[src/rtl/regfile_arb_pkg.sv]
// regfile_arb_pkg
//   Shared definitions for the register-file arbiter slice: register-file
//   geometry, the arbitration state encoding and the decoded command record
//   that the issue stage muxes out of the winning requester's slices.
`timescale 1ns/1ps
package regfile_arb_pkg;

  localparam int REG_ADDR_W = 5;
  localparam int REG_DATA_W = 32;

  typedef enum logic {
    OPEN   = 1'b0,
    LOCKED = 1'b1
  } arb_state_t;

  typedef struct packed {
    logic                  rd;
    logic                  wr;
    logic [REG_ADDR_W-1:0] waddr;
    logic [REG_DATA_W-1:0] wdata;
    logic [REG_ADDR_W-1:0] raddr_a;
    logic [REG_ADDR_W-1:0] raddr_b;
  } rf_cmd_t;

  // Width of a requester index; a single requester still needs one bit.
  function automatic int req_w(input int n);
    return (n > 1) ? $clog2(n) : 1;
  endfunction

endpackage

[src/rtl/regfile_arbiter_if.sv]
// regfile_arbiter_if
//   Requester-side bundle of the register-file arbiter.
//   master : requesters (drive commands, receive ready and read responses)
//   slave  : the arbiter
//   req_valid/req_ready  per-requester command handshake
//   req_rd/req_wr        command performs a two-register read and/or a write
//   req_waddr/req_wdata  write index/data, slice i belongs to requester i
//   req_raddr_a/_b       read indices, slice i belongs to requester i
//   req_lock             keep the grant after this command (lock build only)
//   rsp_valid/rsp_id     one-cycle read response pulse and its owner
//   rsp_data_a/_b        read data
`timescale 1ns/1ps
interface regfile_arbiter_if #(
  parameter int N_REQ = 2
);
  import regfile_arb_pkg::*;

  localparam int REQ_W = req_w(N_REQ);

  logic [N_REQ-1:0]            req_valid;
  logic [N_REQ-1:0]            req_ready;
  logic [N_REQ-1:0]            req_rd;
  logic [N_REQ-1:0]            req_wr;
  logic [REG_ADDR_W*N_REQ-1:0] req_waddr;
  logic [REG_DATA_W*N_REQ-1:0] req_wdata;
  logic [REG_ADDR_W*N_REQ-1:0] req_raddr_a;
  logic [REG_ADDR_W*N_REQ-1:0] req_raddr_b;
  logic [N_REQ-1:0]            req_lock;
  logic                        rsp_valid;
  logic [REQ_W-1:0]            rsp_id;
  logic [REG_DATA_W-1:0]       rsp_data_a;
  logic [REG_DATA_W-1:0]       rsp_data_b;

  modport master (
    output req_valid, req_rd, req_wr, req_waddr, req_wdata,
           req_raddr_a, req_raddr_b, req_lock,
    input  req_ready, rsp_valid, rsp_id, rsp_data_a, rsp_data_b
  );

  modport slave (
    input  req_valid, req_rd, req_wr, req_waddr, req_wdata,
           req_raddr_a, req_raddr_b, req_lock,
    output req_ready, rsp_valid, rsp_id, rsp_data_a, rsp_data_b
  );

endinterface

[src/rtl/regfile_arbiter_rr_picker.sv]
// rr_picker
//   Round-robin priority picker. The first set bit of valid, searching from
//   rr_ptr upward and wrapping modulo N_REQ, wins.
//   valid   in   request vector
//   rr_ptr  in   highest-priority index this cycle
//   grant   out  one-hot winner (zero when nothing is valid)
//   idx     out  binary winner index (zero when nothing is valid)
//   any     out  at least one request is valid
`timescale 1ns/1ps
module rr_picker #(
  parameter int N_REQ = 2,
  parameter int REQ_W = 1
) (
  input  logic [N_REQ-1:0] valid,
  input  logic [REQ_W-1:0] rr_ptr,
  output logic [N_REQ-1:0] grant,
  output logic [REQ_W-1:0] idx,
  output logic             any
);

  always_comb begin
    idx = '0;
    // Walk distances from the farthest to the nearest so the requester
    // closest to rr_ptr overwrites any earlier candidate.
    for (int k = N_REQ - 1; k >= 0; k--) begin
      for (int m = 0; m < N_REQ; m++) begin
        if (valid[m] && (m == ((int'(rr_ptr) + k) % N_REQ))) begin
          idx = REQ_W'(m);
        end
      end
    end
    any   = |valid;
    grant = any ? (N_REQ'(1) << idx) : '0;
  end

endmodule

[src/rtl/regfile_arbiter.sv]
// regfile_arbiter
//   Shares one 32x32 register file (1 write, 2 read ports, synchronous) among
//   N_REQ requesters. One command is granted per cycle with round-robin
//   fairness; the grant and the register-file strobes/selects are
//   combinational from the requests, and read data is returned one cycle
//   after the accept edge, tagged with the owning requester.
//   clk, rst            rising-edge clock, asynchronous active-high reset
//   bus (slave)         requester command handshake and read responses
//   rf_en/rf_read/rf_write, rf_sel_w/_r1/_r2, rf_wdata   register-file controls
//   rf_out_a/rf_out_b   register-file read outputs
//   Build option: define REGFILE_ARB_LOCK_EN to let a requester hold the
//   grant across several commands (atomic read-modify-write). Without it
//   req_lock is ignored and arbitration is pure round-robin.
`timescale 1ns/1ps
module regfile_arbiter
  import regfile_arb_pkg::*;
#(
  parameter int N_REQ = 2,
  parameter int REQ_W = req_w(N_REQ)
) (
  input  logic                  clk,
  input  logic                  rst,
  regfile_arbiter_if.slave      bus,
  output logic                  rf_en,
  output logic                  rf_read,
  output logic                  rf_write,
  output logic [REG_ADDR_W-1:0] rf_sel_w,
  output logic [REG_ADDR_W-1:0] rf_sel_r1,
  output logic [REG_ADDR_W-1:0] rf_sel_r2,
  output logic [REG_DATA_W-1:0] rf_wdata,
  input  logic [REG_DATA_W-1:0] rf_out_a,
  input  logic [REG_DATA_W-1:0] rf_out_b
);

  logic [REQ_W-1:0] rr_ptr;
  logic [N_REQ-1:0] mask_p0;
  logic [N_REQ-1:0] vld_p0;
  logic [N_REQ-1:0] grant_p0;
  logic [REQ_W-1:0] idx_p0;
  logic             any_p0;
  logic             ptr_frozen;
  rf_cmd_t          cmd_p0;
  logic             rd_pending;
  logic [REQ_W-1:0] rsp_id_p1;

  function automatic logic [REQ_W-1:0] next_ptr(input logic [REQ_W-1:0] cur);
    return (cur == REQ_W'(N_REQ - 1)) ? '0 : cur + 1'b1;
  endfunction

`ifdef REGFILE_ARB_LOCK_EN
  arb_state_t       state_q, state_d;
  logic [REQ_W-1:0] owner_q, owner_d;

  always_ff @(posedge clk or posedge rst) begin
    if (rst) begin
      state_q <= OPEN;
      owner_q <= '0;
    end else begin
      state_q <= state_d;
      owner_q <= owner_d;
    end
  end

  always_comb begin
    state_d = state_q;
    owner_d = owner_q;
    if (any_p0) begin
      case (state_q)
        OPEN: begin
          if (bus.req_lock[idx_p0]) begin
            state_d = LOCKED;
            owner_d = idx_p0;
          end
        end
        LOCKED: begin
          // Only the owner can be granted here, so this is its unlock.
          if (!bus.req_lock[idx_p0]) begin
            state_d = OPEN;
          end
        end
        default: state_d = OPEN;
      endcase
    end
  end

  assign mask_p0    = (state_q == LOCKED) ? (N_REQ'(1) << owner_q) : '1;
  assign ptr_frozen = (state_q == LOCKED);
`else
  logic unused_lock;
  assign unused_lock = ^bus.req_lock;
  assign mask_p0     = '1;
  assign ptr_frozen  = 1'b0;
`endif

  // ---- p0: issue stage (combinational grant and register-file drive) ----
  // Grants are suppressed while reset is held so every output reads zero.
  assign vld_p0 = rst ? '0 : (bus.req_valid & mask_p0);

  rr_picker #(
    .N_REQ (N_REQ),
    .REQ_W (REQ_W)
  ) u_picker (
    .valid  (vld_p0),
    .rr_ptr (rr_ptr),
    .grant  (grant_p0),
    .idx    (idx_p0),
    .any    (any_p0)
  );

  always_comb begin
    cmd_p0.rd      = bus.req_rd[idx_p0];
    cmd_p0.wr      = bus.req_wr[idx_p0];
    cmd_p0.waddr   = bus.req_waddr[int'(idx_p0)*REG_ADDR_W +: REG_ADDR_W];
    cmd_p0.wdata   = bus.req_wdata[int'(idx_p0)*REG_DATA_W +: REG_DATA_W];
    cmd_p0.raddr_a = bus.req_raddr_a[int'(idx_p0)*REG_ADDR_W +: REG_ADDR_W];
    cmd_p0.raddr_b = bus.req_raddr_b[int'(idx_p0)*REG_ADDR_W +: REG_ADDR_W];
  end

  // A granted command with neither rd nor wr is consumed without touching
  // the register file.
  always_comb begin
    rf_en     = 1'b0;
    rf_read   = 1'b0;
    rf_write  = 1'b0;
    rf_sel_w  = '0;
    rf_sel_r1 = '0;
    rf_sel_r2 = '0;
    rf_wdata  = '0;
    if (any_p0 && (cmd_p0.rd || cmd_p0.wr)) begin
      rf_en     = 1'b1;
      rf_read   = cmd_p0.rd;
      rf_write  = cmd_p0.wr;
      rf_sel_w  = cmd_p0.waddr;
      rf_sel_r1 = cmd_p0.raddr_a;
      rf_sel_r2 = cmd_p0.raddr_b;
      rf_wdata  = cmd_p0.wdata;
    end
  end

  assign bus.req_ready = grant_p0;

  // ---- p1: response stage (data arrives from the register file) ----
  always_ff @(posedge clk or posedge rst) begin
    if (rst) begin
      rr_ptr     <= '0;
      rd_pending <= 1'b0;
      rsp_id_p1  <= '0;
    end else begin
      rd_pending <= any_p0 && cmd_p0.rd;
      if (any_p0 && cmd_p0.rd) begin
        rsp_id_p1 <= idx_p0;
      end
      if (any_p0 && !ptr_frozen) begin
        rr_ptr <= next_ptr(idx_p0);
      end
    end
  end

  assign bus.rsp_valid  = rd_pending;
  assign bus.rsp_id     = rsp_id_p1;
  assign bus.rsp_data_a = rd_pending ? rf_out_a : '0;
  assign bus.rsp_data_b = rd_pending ? rf_out_b : '0;

endmodule
[src/flat_wrapper.sv]
// flat-port wrapper written by rule: the top's interface ports become plain ports
module regfile_arbiter_flat import regfile_arb_pkg::*;
#(
  parameter int N_REQ = 2,
  parameter int REQ_W = req_w(N_REQ)
)
  (clk, rst, rf_en, rf_read, rf_write, rf_sel_w, rf_sel_r1, rf_sel_r2, rf_wdata, rf_out_a, rf_out_b, bus_req_valid, bus_req_rd, bus_req_wr, bus_req_waddr, bus_req_wdata, bus_req_raddr_a, bus_req_raddr_b, bus_req_lock, bus_req_ready, bus_rsp_valid, bus_rsp_id, bus_rsp_data_a, bus_rsp_data_b);
  regfile_arbiter_if #(.N_REQ(N_REQ)) bus_i ();
  input  logic clk;
  input  logic rst;
  output logic rf_en;
  output logic rf_read;
  output logic rf_write;
  output logic [REG_ADDR_W-1:0] rf_sel_w;
  output logic [REG_ADDR_W-1:0] rf_sel_r1;
  output logic [REG_ADDR_W-1:0] rf_sel_r2;
  output logic [REG_DATA_W-1:0] rf_wdata;
  input  logic [REG_DATA_W-1:0] rf_out_a;
  input  logic [REG_DATA_W-1:0] rf_out_b;
  input wire logic [$bits(bus_i.req_valid)-1:0] bus_req_valid;
  input wire logic [$bits(bus_i.req_rd)-1:0] bus_req_rd;
  input wire logic [$bits(bus_i.req_wr)-1:0] bus_req_wr;
  input wire logic [$bits(bus_i.req_waddr)-1:0] bus_req_waddr;
  input wire logic [$bits(bus_i.req_wdata)-1:0] bus_req_wdata;
  input wire logic [$bits(bus_i.req_raddr_a)-1:0] bus_req_raddr_a;
  input wire logic [$bits(bus_i.req_raddr_b)-1:0] bus_req_raddr_b;
  input wire logic [$bits(bus_i.req_lock)-1:0] bus_req_lock;
  output wire logic [$bits(bus_i.req_ready)-1:0] bus_req_ready;
  output wire logic [$bits(bus_i.rsp_valid)-1:0] bus_rsp_valid;
  output wire logic [$bits(bus_i.rsp_id)-1:0] bus_rsp_id;
  output wire logic [$bits(bus_i.rsp_data_a)-1:0] bus_rsp_data_a;
  output wire logic [$bits(bus_i.rsp_data_b)-1:0] bus_rsp_data_b;
  assign bus_i.req_valid = bus_req_valid;
  assign bus_i.req_rd = bus_req_rd;
  assign bus_i.req_wr = bus_req_wr;
  assign bus_i.req_waddr = bus_req_waddr;
  assign bus_i.req_wdata = bus_req_wdata;
  assign bus_i.req_raddr_a = bus_req_raddr_a;
  assign bus_i.req_raddr_b = bus_req_raddr_b;
  assign bus_i.req_lock = bus_req_lock;
  assign bus_req_ready = bus_i.req_ready;
  assign bus_rsp_valid = bus_i.rsp_valid;
  assign bus_rsp_id = bus_i.rsp_id;
  assign bus_rsp_data_a = bus_i.rsp_data_a;
  assign bus_rsp_data_b = bus_i.rsp_data_b;
  regfile_arbiter #(.N_REQ(N_REQ), .REQ_W(REQ_W)) u_core (.clk(clk), .rst(rst), .bus(bus_i), .rf_en(rf_en), .rf_read(rf_read), .rf_write(rf_write), .rf_sel_w(rf_sel_w), .rf_sel_r1(rf_sel_r1), .rf_sel_r2(rf_sel_r2), .rf_wdata(rf_wdata), .rf_out_a(rf_out_a), .rf_out_b(rf_out_b));
endmodule
[config.mk]
export PLATFORM = sky130hd
export DESIGN_NAME = regfile_arbiter_flat
export DESIGN_NICKNAME = d
export VERILOG_FILES = /design/src/rtl/regfile_arb_pkg.sv /design/src/rtl/regfile_arbiter_if.sv /design/src/rtl/regfile_arbiter_rr_picker.sv /design/src/rtl/regfile_arbiter.sv /design/src/flat_wrapper.sv
export SDC_FILE = /design/constraint.sdc
export NUM_CORES = 1
export LEC_CHECK = 0
export ABC_CLOCK_PERIOD_IN_PS = 2800
export BUFFER_PORTS_ARGS = -buffer_cell sky130_fd_sc_hd__buf_2
export CORE_AREA = 10 10 103 105
export DETAILED_ROUTE_END_ITERATION = 16
export DIE_AREA = 0 0 113 115
export SETUP_SLACK_MARGIN = 0.05
export SKIP_CTS_REPAIR_TIMING = 1
export SLEW_MARGIN = 20
export SYNTH_ARGS = -nofsm -noshare
export SYNTH_HDL_FRONTEND = slang
export SYNTH_SLANG_ARGS = --single-unit
export TNS_END_PERCENT = 5
[constraint.sdc]
create_clock -name clk -period 2.8 [get_ports clk]
set_input_delay 0.56 -clock clk [delete_from_list [all_inputs] [get_ports clk]]
set_output_delay 0.56 -clock clk [all_outputs]
set_load 0.01 [all_outputs]
==> results.json <==
{
  "finish.utilization_pct": 37.5,
  "overflow": 0,
  "grt_first_pass_wirelength_um": 17200,
  "powerDensity_nw_per_um2": 235,
  "ys_warn_count": 0,
  "cts_max_level": 1,
  "finalSetupTns_ps": 0,
  "final_nets": 696,
  "grt_antenna_before_repair": 0,
  "clk_latency_ps": 210,
  "yosysUniqueCellTypes": 22,
  "vias": 3177,
  "num_antenna_cells": 0,
  "reg2reg_from": "u_core.rr_ptr",
  "arrival_ps": 1970,
  "crit_buf_inv": 1,
  "post_drt_wl_per_cell_um": 18.3,
  "crit_type": "register to primary output",
  "grt_usage_pct": 15.7,
  "maxCapViolations": 0,
  "firstDrtPassIters": 5,
  "hold_class": "primary input to async pin",
  "cp_slowest_cell": "and2b_2",
  "end_kind": "primary output",
  "wl_met2_um": 6120,
  "crit_family": "simple AND/OR/NAND/NOR gates",
  "fin_skew_ps": 3.61,
  "clkTransAtPathRegs_ps": 30,
  "crit_path_max_fanout": 48,
  "status": "finished, final reports clean",
  "tightest_slew_ps": 760,
  "critPathLaunchType": "register",
  "drc": 0,
  "reg2reg_depth": 3,
  "rsz0062_at_grt": "no",
  "slowest_delay_ps": 740,
  "min_period_ps": 2530,
  "fill_cells": 961,
  "dp_hpwl_um": 9660,
  "cp_cell_sequence": "and2b_2, o21ai_0, a32oi_1, buf_2",
  "viasPerCell": 5.00,
  "syn2layout_area_growth_pct": 91.8,
  "synthArstFlopShare_pct": 100,
  "wl_met3_um": 1170,
  "die_h_um": 115,
  "grt_pass1_vias": 3218,
  "die_x_um": 113,
  "r2r_end": "u_core.bus.rsp_id",
  "r2r_setup_slack_ps": 1200,
  "fin_crit_sh_pct": 90.5,
  "ys_seq_area_share_pct": 4.49,
  "ys.flop_type": "dfrtp_1",
  "setup_viol": 0,
  "routed.top_layer": "met4",
  "syn_nets": 438,
  "io_pins": 286,
  "hold_viol_final": 0,
  "cts_buffers": 3,
  "place_congestion": 0.807,
  "cts_tree": "yes",
  "relSlewSlack_pct": 49.4,
  "postRouteAntennaNets": 0,
  "port-buffer-count": 283,
  "p_leak_nw": 1.81,
  "grt_max_degree": 66,
  "ir_worst_vdd_mv": 0.136,
  "root_buffer": "clkbuf_8",
  "clockBufferDepth": 2,
  "fmax_mhz": 395,
  "drive_gt1_share_pct": 57.7,
  "required_ps": 2240,
  "postRouteWirelength_um": 11600,
  "num_rows": 34,
  "netlist_area_um2": 1670,
  "netlist_instances": 270,
  "core-area_um2": 8550,
  "ys_seq_elements": 3,
  "initial_core_util_pct": 19.6,
  "syn_area_per_cell_um2": 6.20,
  "drt_iter0_drc": 315,
  "clock_sinks": 3,
  "drv_slew": 0,
  "dieArea_um2": 13000,
  "wl_met1_um": 4280,
  "synth_edf_count": 0
}
[power breakdown]
part           switching [mW]  internal, mW  total, mW
logic                   0.316         0.256      0.572
clock network          0.0270        0.0970      0.124
registers             0.00614        0.0509     0.0571
total                   0.349         0.404      0.753
[worst max-delay path by stage]
stage | startpoint | to | cells past startpoint
finish | u_core.rr_ptr | rf_sel_w[4] | 4
global route | u_core.rr_ptr | rf_wdata[4] | 4
CTS | u_core.rr_ptr | rf_sel_w[4] | 4
detailed placement | bus_req_valid[0] | rf_sel_w[4] | 5
global placement | bus_req_valid[0] | rf_sel_w[3] | 5
floorplan | rst | rf_wdata[16] | 5
[kinds of logic (layout without fill, tap and decap cells)]
kind of cell,Yosys count,after routing,share of synthesized area (%)
flops,3,3,4.49
simple gates,124,124,42.4
compound gates,99,99,41.4
buf+inv,44,301,11.7
[flip-flops by register name (all words and copies together) (netlist names)]
name and cells:
u_core.bus.rsp_id 1, u_core.bus.rsp_valid 1, u_core.rr_ptr 1
[Yosys cell counts (2+ instances only)]
cell type / number / area, um^2
and2_1: 65 / 407
nand3_1: 50 / 250
a32oi_1: 47 / 412
o21ai_0: 42 / 210
clkbuf_1: 27 / 101
buf_2: 11 / 55.1
o21ai_1: 5 / 25.0
dfrtp_1: 3 / 75.1
a21oi_1: 2 / 10.0
buf_4: 2 / 15.0
inv_1: 2 / 7.51
nand2_1: 2 / 7.51
nand2b_1: 2 / 12.5
nor2b_1: 2 / 12.5
[layer usage]
layer / track usage (%) / vias up
met5: 0 / -
met1: 16.9 / 1434
met2: 29.8 / 204
li1: - / 1529
met4: 1.78 / 0
met3: 5.16 / 10
[through the flow]
| stage | std cells | power (mW) | setup WS (ps) | hold WS, ps | cell area (um^2) |
|---|---|---|---|---|---|
| after global placement | 631 | 0.623 | 374 | 501 | 3160 |
| after CTS | 635 | 0.762 | 258 | 292 | 3210 |
| final | 635 | 0.753 | 267 | 288 | 3210 |
| after detailed placement | 631 | 0.632 | 302 | 513 | 3160 |
| after global routing | 635 | 0.822 | 65.5 | 307 | 3210 |
| after floorplan | 270 | 0.354 | 767 | 336 | 1670 |
[placed cells by master (no fill, tap or decap), drive strengths merged, types with 2 or more instances in the layout]
master	n
clkbuf	4
nand2b	2
nand3	50
o21ai	47
nor2b	2
and2	65
dfrtp	3
buf	295
a21oi	2
and2b	2
nand2	2
a32oi	48
inv	2
[layout make-up]
cell class	count	area, um^2	area share, %
clock buffers	4	45.0	1.40
well taps	108	135	4.21
multi-input cells	223	1420	44.1
repair buffers	295	1530	47.7
inverters	2	7.51	0.234
flip-flops and latches	3	75.1	2.34
(Power assumes the default switching activity.)
